<file path="src/rtl/add_int8_serial_pkg.sv">
// rtl/add_int8_serial_pkg.sv - shared state and cell-style encodings for the bit-serial adder
package add_int8_serial_pkg;

  typedef enum logic [1:0] {
    ST_IDLE = 2'd0,
    ST_RUN  = 2'd1,
    ST_DONE = 2'd2
  } state_t;

  localparam int IMPL_XOR  = 0;
  localparam int IMPL_NAND = 1;

endpackage

</file>
<file path="src/rtl/full_adder_1bit.sv">
// rtl/full_adder_1bit.sv - single-bit full adder cell, XOR/majority or NAND-only form
module full_adder_1bit
  import add_int8_serial_pkg::*;
#(
  parameter int IMPL_TYPE = IMPL_XOR
) (
  input  logic a,
  input  logic b,
  input  logic cin,
  output logic s,
  output logic cout
);

  generate
    if (IMPL_TYPE == IMPL_NAND) begin : g_nand
      logic n1, n2, n3, x1, n4, n5, n6;
      // Classic nine-gate NAND full adder; n1 and n4 double as the carry terms.
      assign n1   = ~(a & b);
      assign n2   = ~(a & n1);
      assign n3   = ~(b & n1);
      assign x1   = ~(n2 & n3);
      assign n4   = ~(x1 & cin);
      assign n5   = ~(x1 & n4);
      assign n6   = ~(cin & n4);
      assign s    = ~(n5 & n6);
      assign cout = ~(n1 & n4);
    end else begin : g_xor
      assign s    = a ^ b ^ cin;
      assign cout = (a & b) | (a & cin) | (b & cin);
    end
  endgenerate

endmodule

</file>
<file path="src/rtl/add_int8_serial.sv">
// rtl/add_int8_serial.sv - LSB-first bit-serial adder with valid/ready handshakes
module add_int8_serial
  import add_int8_serial_pkg::*;
#(
  parameter int WIDTH     = 8,
  parameter int IMPL_TYPE = IMPL_XOR
) (
  input  logic             clk,
  input  logic             rst_n,
  input  logic             in_valid,
  output logic             in_ready,
  input  logic [WIDTH-1:0] A,
  input  logic [WIDTH-1:0] B,
  output logic             out_valid,
  input  logic             out_ready,
  output logic [WIDTH-1:0] Sum,
  output logic             Cout,
  output logic             Ovf
);

  localparam int            CW       = $clog2(WIDTH);
  localparam logic [CW-1:0] CNT_LAST = CW'(WIDTH - 1);

  state_t           state, state_nxt;
  logic [CW-1:0]    cnt;
  logic             carry;
  logic [WIDTH-1:0] a_sr, b_sr, sum_r;
  logic             cout_r, ovf_r;
  logic             fa_s, fa_c;
  logic             last_bit;

  // One cell, reused for every bit position over WIDTH cycles.
  full_adder_1bit #(.IMPL_TYPE(IMPL_TYPE)) u_fa (
    .a   (a_sr[0]),
    .b   (b_sr[0]),
    .cin (carry),
    .s   (fa_s),
    .cout(fa_c)
  );

  assign last_bit  = (cnt == CNT_LAST);
  assign in_ready  = (state == ST_IDLE);
  assign out_valid = (state == ST_DONE);
  assign Sum       = sum_r;
  assign Cout      = cout_r;
  assign Ovf       = ovf_r;

  always_comb begin
    state_nxt = state;
    case (state)
      ST_IDLE: if (in_valid)  state_nxt = ST_RUN;
      ST_RUN:  if (last_bit)  state_nxt = ST_DONE;
      ST_DONE: if (out_ready) state_nxt = ST_IDLE;
      default:                state_nxt = ST_IDLE;
    endcase
  end

  always_ff @(posedge clk) begin
    if (!rst_n) begin
      state  <= ST_IDLE;
      cnt    <= '0;
      carry  <= 1'b0;
      a_sr   <= '0;
      b_sr   <= '0;
      sum_r  <= '0;
      cout_r <= 1'b0;
      ovf_r  <= 1'b0;
    end else begin
      state <= state_nxt;
      case (state)
        ST_IDLE: begin
          if (in_valid) begin
            a_sr  <= A;
            b_sr  <= B;
            carry <= 1'b0;
            cnt   <= '0;
          end
        end
        ST_RUN: begin
          carry <= fa_c;
          a_sr  <= a_sr >> 1;
          b_sr  <= b_sr >> 1;
          sum_r <= {fa_s, sum_r[WIDTH-1:1]};
          cnt   <= cnt + CW'(1);
          // Overflow is carry-into-MSB xor carry-out-of-MSB.
          if (last_bit) begin
            cout_r <= fa_c;
            ovf_r  <= fa_c ^ carry;
          end
        end
        default: ;
      endcase
    end
  end

endmodule

</file>
<file path="config.mk">
export PLATFORM = sky130hd
export DESIGN_NAME = add_int8_serial
export DESIGN_NICKNAME = d
export VERILOG_FILES = /design/src/rtl/add_int8_serial_pkg.sv /design/src/rtl/full_adder_1bit.sv /design/src/rtl/add_int8_serial.sv
export SDC_FILE = /design/constraint.sdc
export NUM_CORES = 1
export LEC_CHECK = 0
export ABC_AREA = 1
export BUFFER_PORTS_ARGS = -buffer_cell sky130_fd_sc_hd__clkbuf_2
export CELL_PAD_IN_SITES_DETAIL_PLACEMENT = 1
export CELL_PAD_IN_SITES_GLOBAL_PLACEMENT = 1
export CORE_MARGIN = 4
export CORE_UTILIZATION = 25
export CTS_CLUSTER_DIAMETER = 40
export CTS_CLUSTER_SIZE = 20
export DETAILED_ROUTE_END_ITERATION = 8
export GPL_TIMING_DRIVEN = 0
export PLACE_DENSITY_LB_ADDON = 0.3
export SYNTH_ARGS = -nofsm -noshare
export SYNTH_HDL_FRONTEND = slang
export SYNTH_HIERARCHICAL = 1
export SYNTH_SLANG_ARGS = --single-unit
</file>
<file path="constraint.sdc">
create_clock -name clk -period 1.4 [get_ports clk]
set_input_delay 0.14 -clock clk [delete_from_list [all_inputs] [get_ports clk]]
set_output_delay 0.14 -clock clk [all_outputs]
set_load 0.02 [all_outputs]
</file>
==> results of run 1 <==
sequential cells by signal (all words and copies together) (netlist names):
register,flops
Sum,8
b_sr,8
Ovf,1
carry,1
Cout,1
a_sr,8
state,2
cnt,3
worst register-to-register path, cell delays in order, from the launching register on:
cell	delay (ns)
sky130_fd_sc_hd__dfxtp_1	0.38
sky130_fd_sc_hd__inv_2	0.09
sky130_fd_sc_hd__nand2_1	0.17
sky130_fd_sc_hd__buf_2	0.24
sky130_fd_sc_hd__nand2_1	0.08
sky130_fd_sc_hd__a21oi_1	0.13
sky130_fd_sc_hd__nor2_1	0.05
power groups by stage:
stage               sequential [W]  combinational [W]  clock, W
floorplan                  0.00104           0.000224         0
global placement           0.00103           0.000351         0
detailed placement         0.00103           0.000357         0
CTS                        0.00101           0.000359  0.000908
global route               0.00102           0.000411  0.000940
finish                     0.00101           0.000352  0.000866
synth_stat cells:
cell type / n
sky130_fd_sc_hd__a21oi_1: 22
sky130_fd_sc_hd__buf_2: 4
sky130_fd_sc_hd__buf_4: 1
sky130_fd_sc_hd__buf_6: 3
sky130_fd_sc_hd__clkbuf_1: 2
sky130_fd_sc_hd__dfxtp_1: 32
sky130_fd_sc_hd__fa_1: 1
sky130_fd_sc_hd__ha_1: 2
sky130_fd_sc_hd__inv_1: 36
sky130_fd_sc_hd__inv_2: 1
sky130_fd_sc_hd__nand2_1: 75
sky130_fd_sc_hd__nand3_1: 3
sky130_fd_sc_hd__nor2_1: 36
sky130_fd_sc_hd__o21ai_0: 9
sky130_fd_sc_hd__o21ai_4: 1
layout make-up:
| class | count | area (um2) | share of cell area |
|---|---|---|---|
| inverter | 37 | 138.9 | 0.07480 |
| sequential | 32 | 640.6 | 0.3450 |
| multi-input combinational | 149 | 650.6 | 0.3504 |
| buffer | 10 | 73.82 | 0.03976 |
| clock inverter | 2 | 35.03 | 0.01887 |
| tap | 72 | 90.09 | 0.04852 |
| clock buffer | 6 | 72.57 | 0.03908 |
| timing repair buffer | 31 | 155.1 | 0.08356 |
kinds of logic (layout without fill, tap and decap cells):
| logic type | after synthesis | in the layout | share of synthesized area |
|---|---|---|---|
| AO/OA/AOI/OAI | 32 | 32 | 0.1146 |
| flip-flops | 32 | 32 | 0.4281 |
| buffers and inverters | 47 | 86 | 0.1388 |
| AND/OR/NAND/NOR | 114 | 114 | 0.2885 |
| adder cells (fa/ha/maj) | 3 | 3 | 0.03010 |
through the flow:
step,utilization,std cells
6_report,0.3291,339
5_1_grt,0.3291,339
4_1_cts,0.3278,339
3_5_place_dp,0.3087,331
3_3_place_gp,0.3087,331
2_1_floorplan,-,228
per-layer routing:
| layer | vias to the layer above | routed length (um) | GRT usage | share of wire |
|---|---|---|---|---|
| met1 | 645 | 1798 | 0.1387 | 0.48 |
| met5 | - | 0 | 0 | 0 |
| met2 | 18 | 1759 | 0.1822 | 0.47 |
| li1 | 752 | - | - | - |
| met3 | 4 | 117 | 0.02524 | 0.031 |
| met4 | 0 | 42 | 0.04317 | 0.011 |
worst min-delay path by stage:
stage / start / endpoint / slack (ns) / cells after the start
after detailed placement: out_ready / state[1] / 0.41 / 4
final: out_ready / state[1] / 0.12 / 4
after floorplan: rst_n / Sum[0] / 0.28 / 2
after global routing: A[7] / a_sr[7] / 0.13 / 3
after CTS: A[7] / a_sr[7] / 0.11 / 3
after global placement: out_ready / state[1] / 0.40 / 4
==> metrics, run 1 <==
critical path depth=3; post-detailed-route via-to-cell ratio=4.186; TritonCTS clock tree=yes; antenna diode count=0; global-route usage over all layers=0.1104; Vert. Die Dim=85.37 um; result of the run=finished, final reports clean; Hold Buf Count CTS=0; initial antenna violation count=0; RSZ-0062 raised after global routing=false; longest individual stage delay on the worst path=0.32 ns; remaining global-route overflow=0; relative contribution of the clock network to total power=0.389; final weighted congestion in routability-driven placement=0.7125; Layout fillers=750; routed wire length per instance=10.97 um; worst endpoint required time=1.26 ns; post-layout power=0.002227 W; dpl ws=0.1008 ns; count of buffering cells on the critical path with inverters included=2; clk slew on worst S/H paths=0.06 ns; IR drop worst, VDD=0.0004196 V; number of warnings printed during yosys synthesis=6; first-pass GRT wire length=6444 um; Critical Path AT=1.13 ns; Cell Int Power=0.001642 W; Area growth, synth to finish=24.08%; Logic pwr share=0.158; area fraction of the dominant cell type after synthesis=0.4281; period utilisation layout=0.9094; proportion of total power due to net switching=0.2625; leading cell type in the layout, fill and taps excluded=sky130_fd_sc_hd__nand2_1; share of total power in sequential cells=0.453; post-CTS setup buffer count=0; path class of the lowest-slack min-delay path=in2reg; post-route worst hold slack=0.1181 ns; Worst-Margin Slew=0.4771 ns; total of endpoints with negative setup slack in the final report=0; final net count=289; Worst Reg2Reg Path Length in Cells=6; leakage power total=0.9470 nW; aggregate routed wire length=3718 um; count of unique library cells instantiated by Yosys=15; post-route setup slack=0.1269 ns; fraction of final layout cells sized beyond drive strength 1=0.1835; minimum setup slack among reg-to-reg paths=0.17 ns; cell type with the largest total area after synthesis=sky130_fd_sc_hd__dfxtp_1; deepest clock path buffer count=2; net load switching power=0.0005846 W; max-cap violations=0; worst reg2reg endpoint=a_sr[5]; number of buffers created by CTS=5; cell area reported after detailed placement=1742 um2; clock tree root driver cell=sky130_fd_sc_hd__clkbuf_8; worst-skew pair later-pin latency=0.28 ns; core footprint=5642 um2; FF+latch count, synth=32; list of cells traversed by the critical path=buf_6, nor2_1, clkbuf_2; DRC violation total after the first TritonRoute iteration=36; remaining design rule violation count=0; f_max=785.5 MHz; final slew viol count=0; critical path launch point=state[0]; I/O pin cnt=32; maximum number of pins on one net before global-route repair=11; Detail Route Antenna Nets=0; Pwr per Cell Area=1199 nW/um2; sequential area share after synthesis=0.4281; Die Span X=85.37 um; endpoint kind of the worst setup timing path=primary output; master of the slowest instance on the critical path=sky130_fd_sc_hd__dfxtp_1; H-tree level count=2; Num Clock Sinks=32; post-route cell area=1857 um2; Worst R2R Start=state[1]; Via Count=1419; count of buffers inserted at the top-level ports=31; maximum net fanout on the critical path=10; dominant cells by area after synthesis=sky130_fd_sc_hd__dfxtp_1 (43%), sky130_fd_sc_hd__nand2_1 (19%), sky130_fd_sc_hd__inv_1 (9.0%); summed instance area of the synthesized netlist=1496 um2; type of the worst setup path=reg2out; Post-Synthesis Net Count=251; post-route setup TNS=0 ns; cell class contributing the biggest share of worst-path delay=buffers and inverters; gate count of the mapped netlist=228; Max-slew headroom=0.6820; number of cell rows=27; number of optimization iterations in the first detailed-route pass=4; final hold violation count=0; post_cts resized=0; via count of the first global-routing pass=1447; startpoint types=register; leading cell types in the layout, fill and taps excluded=sky130_fd_sc_hd__nand2_1 (75), sky130_fd_sc_hd__nor2_1 (36), sky130_fd_sc_hd__inv_1 (36); critical path capture point=in_ready; worst-case clock skew=0.003406 ns; half-perimeter wire length of the detailed placement result=2847 um; die footprint=7287 um2; Avg Inst Size Synth=6.563 um2; Tmin final=1.273 ns; effective utilization at floorplan=0.2652
Power figures use the tool's default switching activity.
==> run 2, diff against run 1 <==
--- a/config.mk
+++ b/config.mk
@@ -16,6 +16,7 @@
 export DETAILED_ROUTE_END_ITERATION = 8
 export GPL_TIMING_DRIVEN = 0
 export PLACE_DENSITY_LB_ADDON = 0.3
+export REMOVE_ABC_BUFFERS = 1
 export SYNTH_ARGS = -nofsm -noshare
 export SYNTH_HDL_FRONTEND = slang
 export SYNTH_HIERARCHICAL = 1
==> run 2 against run 1 <==
Net effect:
- sequential share of layout area rose by 1.2 points
- die area is the same
- utilization shrank 0.95 points
- setup slack worse by 0.012 ns
- non-clock buffer count down 10
- combinational power down 11%
- power is 7.4% lower
- cell area fell by 2.9%
- clock-buffer cell count up 2
- maximum frequency decreased by 0.96%
- register-to-register slack worse by 0.06 ns
- critical endpoint is now cnt[0]
- largest cell class unchanged
==> metrics, run 2 (synthesis results as in run 1) <==
result of the run=finished, final reports clean; count of buffering cells on the critical path with inverters included=2 (unchanged); TritonCTS clock tree=yes; final slew viol count=0 (unchanged); relative contribution of the clock network to total power=0.351 (-0.038); global-route usage over all layers=0.1081 (-0.002310); Pwr per Cell Area=1143 nW/um2 (-4.7%); longest individual stage delay on the worst path=0.37 ns (+0.05 ns); RSZ-0062 raised after global routing=true; routed wire length per instance=10.78 um (-1.7%); Tmin final=1.285 ns (+0.01237 ns); IR drop worst, VDD=0.0005251 V (+25%); clock tree root driver cell=sky130_fd_sc_hd__clkbuf_8; critical path depth=5 (+2); worst-case clock skew=0.005059 ns (+0.001652 ns); post-route setup slack=0.1145 ns (-0.01237 ns); master of the slowest instance on the critical path=sky130_fd_sc_hd__dfxtp_1; list of cells traversed by the critical path=inv_2, nand2_8, clkinvlp_4, o21ai_0, nor2_1; share of total power in sequential cells=0.496 (+0.043); aggregate routed wire length=3556 um (-4.4%); Hold Buf Count CTS=0 (unchanged); post-detailed-route via-to-cell ratio=4.203 (+0.41%); proportion of total power due to net switching=0.2744 (+0.01190); H-tree level count=2 (unchanged); clk slew on worst S/H paths=0.07 ns (about the same); f_max=777.9 MHz (-0.96%); initial antenna violation count=0 (unchanged); Hold Path Stages=3 (-1); period utilisation layout=0.9182 (+0.008839); leading cell types in the layout, fill and taps excluded=sky130_fd_sc_hd__nand2_1 (74), sky130_fd_sc_hd__nor2_1 (36), sky130_fd_sc_hd__inv_1 (35); Logic pwr share=0.153 (-0.005); final net count=280 (-3.1%); cell class contributing the biggest share of worst-path delay=flip-flops; Worst-Margin Slew=0.5158 ns (+0.03872 ns); Via Count=1387 (-2.3%); Detail Route Antenna Nets=0 (unchanged); post-route cell area=1803 um2 (-2.9%); worst-skew pair later-pin latency=0.28 ns (about the same); type of the worst setup path=reg2reg; count of buffers inserted at the top-level ports=31 (unchanged); Critical Path AT=1.46 ns (+0.33 ns); Vert. Die Dim=85.37 um (unchanged); dpl ws=-1.083 ns (-1.184 ns); final weighted congestion in routability-driven placement=0.6584 (-7.6%); total of endpoints with negative setup slack in the final report=0 (unchanged); path class of the lowest-slack min-delay path=in2reg; remaining global-route overflow=0 (unchanged); placed cells=321 (-3.0%); final hold violation count=0 (unchanged); post-route worst hold slack=0.1181 ns (-0.00004700 ns); count of placed standard cells in the final layout, fillers left out=330 (-2.7%); startpoint types=register; Max-slew headroom=0.6549 (-0.02712); deepest clock path buffer count=2 (unchanged); number of buffers created by CTS=5 (unchanged); antenna diode count=0 (unchanged); Worst Reg2Reg Path Length in Cells=5 (-1); Num Clock Sinks=32 (unchanged); I/O pin cnt=32 (unchanged); maximum number of pins on one net before global-route repair=26 (+15); number of cell rows=27 (unchanged); net load switching power=0.0005658 W (-3.2%); leakage power total=0.8975 nW (-5.2%); fraction of final layout cells sized beyond drive strength 1=0.1667 (-0.01685); Die Span X=85.37 um (unchanged); endpoint kind of the worst setup timing path=register; maximum net fanout on the critical path=23 (+13); remaining design rule violation count=0 (unchanged); half-perimeter wire length of the detailed placement result=2293 um (-19%); post-CTS setup buffer count=0 (unchanged); max-cap violations=0 (unchanged); number of optimization iterations in the first detailed-route pass=4 (unchanged); worst endpoint required time=1.57 ns (+0.31 ns); leading cell type in the layout, fill and taps excluded=sky130_fd_sc_hd__nand2_1; via count of the first global-routing pass=1390 (-3.9%); Cell Int Power=0.001496 W (-8.9%); core footprint=5642 um2 (unchanged); final cell utilization of the core=0.3196 (-0.009537); effective utilization at floorplan=0.2652 (unchanged); DRC violation total after the first TritonRoute iteration=66 (+83%); die footprint=7287 um2 (unchanged); first-pass GRT wire length=6292 um (-2.4%); cell area reported after detailed placement=1673 um2 (-4.0%); Area growth, synth to finish=20.49%
## run 2: changes by cell type in the layout (fill, tap and decap cells not counted), sizes merged
cell      before  now
clkinvlp       0    1
bufinv         1    0
clkbuf        40   39
clkinv         1    0
inv           37   36
o21ai         10   11
buf            7    0
## run 2: power groups by stage
stage,clock (W),combinational [W],sequential (W)
4_1_cts,0.000758,0.000326,0.00102
3_5_place_dp,0,0.000312,0.00104
6_report,0.000724,0.000315,0.00102
5_1_grt,0.000797,0.000374,0.00103
2_1_floorplan,0,0.000188,0.00105
3_3_place_gp,0,0.000306,0.00104
## run 2: what timing repair did
action,in CTS,in global routing
endpoints found under the setup margin,34,2
resized for setup,7,0
gates cloned,1,0
pin swaps,1,0
## run 2: metrics by stage
| stage | setup TNS (ns) | total power (W) |
|---|---|---|
| 3_3_place_gp | -22.03 | 0.001346 |
| 4_1_cts | 0 | 0.002108 |
| 5_1_grt | -0.01655 | 0.002204 |
| 6_report | 0 | 0.002062 |
| 3_5_place_dp | -22.57 | 0.001353 |
| 2_1_floorplan | -2.508 | 0.001240 |
## run 2: final timing paths
check        slack, ns       to      from
max               0.11   cnt[0]  state[1]
max reg2reg       0.11   cnt[0]  state[1]
min               0.12  b_sr[7]      B[7]
min reg2reg       0.47  b_sr[7]   b_sr[7]
## run 2: cell type report
cell class	count	area (um2)
flip-flops and latches	32	644.4
fillers	746	3839
multi-input cells	150	680.7
repair buffers	31	155.1
well taps	72	90.09
inverters	37	142.6
clock buffers	8	90.09
## run 2: metal layers
metal | vias up | share of wire | GRT usage
met2 | 23 | 0.44 | 0.1681
li1 | 737 | - | -
met3 | 6 | 0.048 | 0.03398
met1 | 621 | 0.50 | 0.1402
met5 | - | 0 | 0
met4 | 0 | 0.015 | 0.03885
## run 2: tightest hold or removal path, cell delays in order
cell	delay, ns
sky130_fd_sc_hd__clkbuf_2	0.08
sky130_fd_sc_hd__nand3_1	0.07
sky130_fd_sc_hd__a21oi_1	0.06
==> run 3, diff against run 2 <==
--- a/config.mk
+++ b/config.mk
@@ -5,18 +5,18 @@
 export SDC_FILE = /design/constraint.sdc
 export NUM_CORES = 1
 export LEC_CHECK = 0
-export ABC_AREA = 1
 export BUFFER_PORTS_ARGS = -buffer_cell sky130_fd_sc_hd__clkbuf_2
 export CELL_PAD_IN_SITES_DETAIL_PLACEMENT = 1
 export CELL_PAD_IN_SITES_GLOBAL_PLACEMENT = 1
 export CORE_MARGIN = 4
-export CORE_UTILIZATION = 25
+export CORE_UTILIZATION = 30
 export CTS_CLUSTER_DIAMETER = 40
 export CTS_CLUSTER_SIZE = 20
 export DETAILED_ROUTE_END_ITERATION = 8
 export GPL_TIMING_DRIVEN = 0
 export PLACE_DENSITY_LB_ADDON = 0.3
 export REMOVE_ABC_BUFFERS = 1
+export SLEW_MARGIN = 0
 export SYNTH_ARGS = -nofsm -noshare
 export SYNTH_HDL_FRONTEND = slang
 export SYNTH_HIERARCHICAL = 1
==> run 3 against run 2 <==
Net effect:
- synthesized area shrank 9.5%
- non-clock buffer count rose by 5
- register-to-register slack lost 0.02 ns
- clock skew decreased by 0.0025 ns
- synthesized cell count is 37% lower
- maximum frequency is 1.6% lower
- die area down 22%
- clock power is 1% lower
- critical path type unchanged
==> metrics, run 3 <==
relative contribution of the clock network to total power=0.368 (+0.017); first-pass GRT wire length=5340 um (-15%); path class of the lowest-slack min-delay path=in2reg; leading cell type in the layout, fill and taps excluded=sky130_fd_sc_hd__nor2_1; cell type with the largest total area after synthesis=sky130_fd_sc_hd__dfxtp_1; clk slew on worst S/H paths=0.06 ns (about the same); worst-skew pair later-pin latency=0.28 ns (about the same); Worst-Margin Slew=0.5204 ns (+0.004671 ns); ys flop type=sky130_fd_sc_hd__dfxtp_1; FF+latch count, synth=32 (unchanged); post-layout power=0.001945 W (-5.7%); EDFF count, synth=0 (unchanged); final hold violation count=0 (unchanged); Area growth, synth to finish=21.90%; final weighted congestion in routability-driven placement=0.7184 (+9.1%); Avg Inst Size Synth=9.401 um2 (+43%); result of the run=finished, final reports clean; count of unique library cells instantiated by Yosys=29 (+14); endpoint kind of the worst setup timing path=register; Max-slew headroom=0.6509 (-0.003956); IR drop worst, VDD=0.0004777 V (-9.0%); Cell Int Power=0.001464 W (-2.2%); via count of the first global-routing pass=1155 (-17%); fraction of final layout cells sized beyond drive strength 1=0.3315 (+0.1648); Tmin final=1.306 ns (+0.02030 ns); f_max=765.8 MHz (-1.6%); async set or reset register ratio after synthesis=0 (unchanged); remaining global-route overflow=0 (unchanged); net load switching power=0.0004810 W (-15%); clock tree root driver cell=sky130_fd_sc_hd__clkbuf_8; leading cell types in the layout, fill and taps excluded=sky130_fd_sc_hd__nor2_1 (36), sky130_fd_sc_hd__clkbuf_2 (31), sky130_fd_sc_hd__dfxtp_1 (30); final slew viol count=0 (unchanged); Die Span X=75.18 um (-12%); cell types with the highest counts after synthesis=sky130_fd_sc_hd__nor2_1 (36), sky130_fd_sc_hd__dfxtp_1 (32), sky130_fd_sc_hd__nand2_1 (16); area fraction of the dominant cell type after synthesis=0.4732 (+0.04510); Num Clock Sinks=32 (unchanged); proportion of total power due to net switching=0.2473 (-0.02710); share of total power in sequential cells=0.512 (+0.016); cell with the most instances after synthesis=sky130_fd_sc_hd__nor2_1; Hold Buf Count CTS=0 (unchanged); half-perimeter wire length of the detailed placement result=2220 um (-3.2%); final cell utilization of the core=0.3790 (+0.05944); final net count=200 (-29%); maximum number of pins on one net before global-route repair=24 (-7.7%); multi-input combinational cell area=648.1 um2 (-4.8%); worst endpoint required time=1.58 ns (about the same); dominant cells by area after synthesis=sky130_fd_sc_hd__dfxtp_1 (47%), sky130_fd_sc_hd__o221ai_2 (11%), sky130_fd_sc_hd__nor2_1 (10%); maximum net fanout on the critical path=3 (-87%); Sequential cell area=643.1 um2 (-0.19%); DRC violation total after the first TritonRoute iteration=47 (-29%); initial antenna violation count=0 (unchanged); RSZ-0062 raised after global routing=false; Layout fillers=514 (-31%); antenna diode count=0 (unchanged); sequential area share after synthesis=0.4732 (+0.04510); Via Count=1146 (-17%); deepest clock path buffer count=2 (unchanged); gate count of the mapped netlist=144 (-37%); type of the worst setup path=reg2reg; I/O pin cnt=32 (unchanged); effective utilization at floorplan=0.3109 (+0.04567); total of endpoints with negative setup slack in the final report=0 (unchanged); number of buffers created by CTS=5 (unchanged); number of optimization iterations in the first detailed-route pass=4 (unchanged); leakage power total=0.6736 nW (-25%); Vert. Die Dim=75.18 um (-12%); worst-case clock skew=0.002574 ns (-0.002485 ns); die footprint=5651 um2 (-22%); global-route usage over all layers=0.1268 (+0.01865); period utilisation layout=0.9327 (+0.01450); startpoint types=register; number of cell rows=24 (-11%); minimum setup slack among reg-to-reg paths=0.09 ns (-0.02 ns); Pwr per Cell Area=1178 nW/um2 (+3.0%); aggregate routed wire length=3085 um (-13%); number of warnings printed during yosys synthesis=6 (unchanged); TritonCTS clock tree=yes; count of buffers inserted at the top-level ports=31 (unchanged); max-cap violations=0 (unchanged); Critical Path AT=1.49 ns (+0.03 ns); Logic pwr share=0.120 (-0.033); post-detailed-route via-to-cell ratio=4.983 (+19%); core footprint=4354 um2 (-23%); summed instance area of the synthesized netlist=1354 um2 (-9.5%); post-route setup TNS=0 ns (unchanged); remaining design rule violation count=0 (unchanged); H-tree level count=2 (unchanged); routed wire length per instance=13.41 um (+24%); Detail Route Antenna Nets=0 (unchanged)
run 3: cell count changes after synthesis, moves of 4 or more:
cell	before	now
sky130_fd_sc_hd__nand2_1	75	16
sky130_fd_sc_hd__inv_1	36	2
sky130_fd_sc_hd__a21oi_1	22	10
sky130_fd_sc_hd__o221ai_2	0	10
sky130_fd_sc_hd__o21ai_0	9	1
sky130_fd_sc_hd__a22oi_1	0	6
sky130_fd_sc_hd__o221ai_1	0	4
run 3: repair_timing:
item	4_1_cts	5_1_grt
setup buffers	0	5
setup endpoints to repair	29	15
gates resized for setup	6	3
pin swaps	0	1
run 3: critical path, cell delays in order (launching register included):
cell and delay (ns):
sky130_fd_sc_hd__dfxtp_1 0.33, sky130_fd_sc_hd__fa_1 0.48, sky130_fd_sc_hd__xnor2_1 0.15, sky130_fd_sc_hd__a311oi_1 0.24
run 3: cell type report:
class | instances | area share
Clock buffer | 8 | 0.05459
Inverter | 3 | 0.006823
Multi-Input combinational cell | 99 | 0.3927
Sequential cell | 32 | 0.3897
Tap cell | 52 | 0.03942
Timing Repair Buffer | 36 | 0.1168
run 3: power by group through the flow:
stage                     clock network, W  registers (W)  logic (W)
after floorplan                          0        0.00101   0.000133
after global placement                   0        0.00101   0.000205
after detailed placement                 0        0.00102   0.000214
after CTS                         0.000754       0.000996   0.000221
after global routing              0.000786        0.00100   0.000265
final                             0.000716       0.000996   0.000233
run 3: per-stage QoR:
stage	hold slack [ns]	setup slack (ns)	instance area, um2	instances
global placement	0.3873	-0.3902	1500	217
floorplan	0.2643	-0.09293	1280	134
CTS	0.1073	0.01991	1604	225
global route	0.1191	0.02667	1650	230
detailed placement	0.4037	-0.5122	1500	217
finish	0.1164	0.09423	1650	230
run 3: worst paths after layout:
check	endpoint	from	cells past startpoint
max	Ovf	a_sr[0]	3
min	b_sr[7]	B[7]	3
max reg2reg	Ovf	a_sr[0]	3
min reg2reg	Sum[0]	Sum[0]	2
run 3: cells by family (layout without fill, tap and decap cells):
| group | Yosys count | count (layout) | share of synthesized area |
|---|---|---|---|
| AO/OA/AOI/OAI | 34 | 34 | 0.2301 |
| XOR/XNOR | 1 | 1 | 0.006471 |
| adder cells (fa/ha/maj) | 3 | 3 | 0.03327 |
| buffers and inverters | 13 | 47 | 0.06285 |
| flip-flops | 32 | 32 | 0.4732 |
| multiplexers | 2 | 2 | 0.01479 |
| AND/OR/NAND/NOR | 59 | 59 | 0.1793 |
run 3: metal layers:
layer	track usage	vias to the layer above	wire, um
met4	0.04078	0	27
li1	-	569	-
met3	0.05474	7	197
met1	0.1423	541	1266
met5	0	-	0
met2	0.2166	29	1593
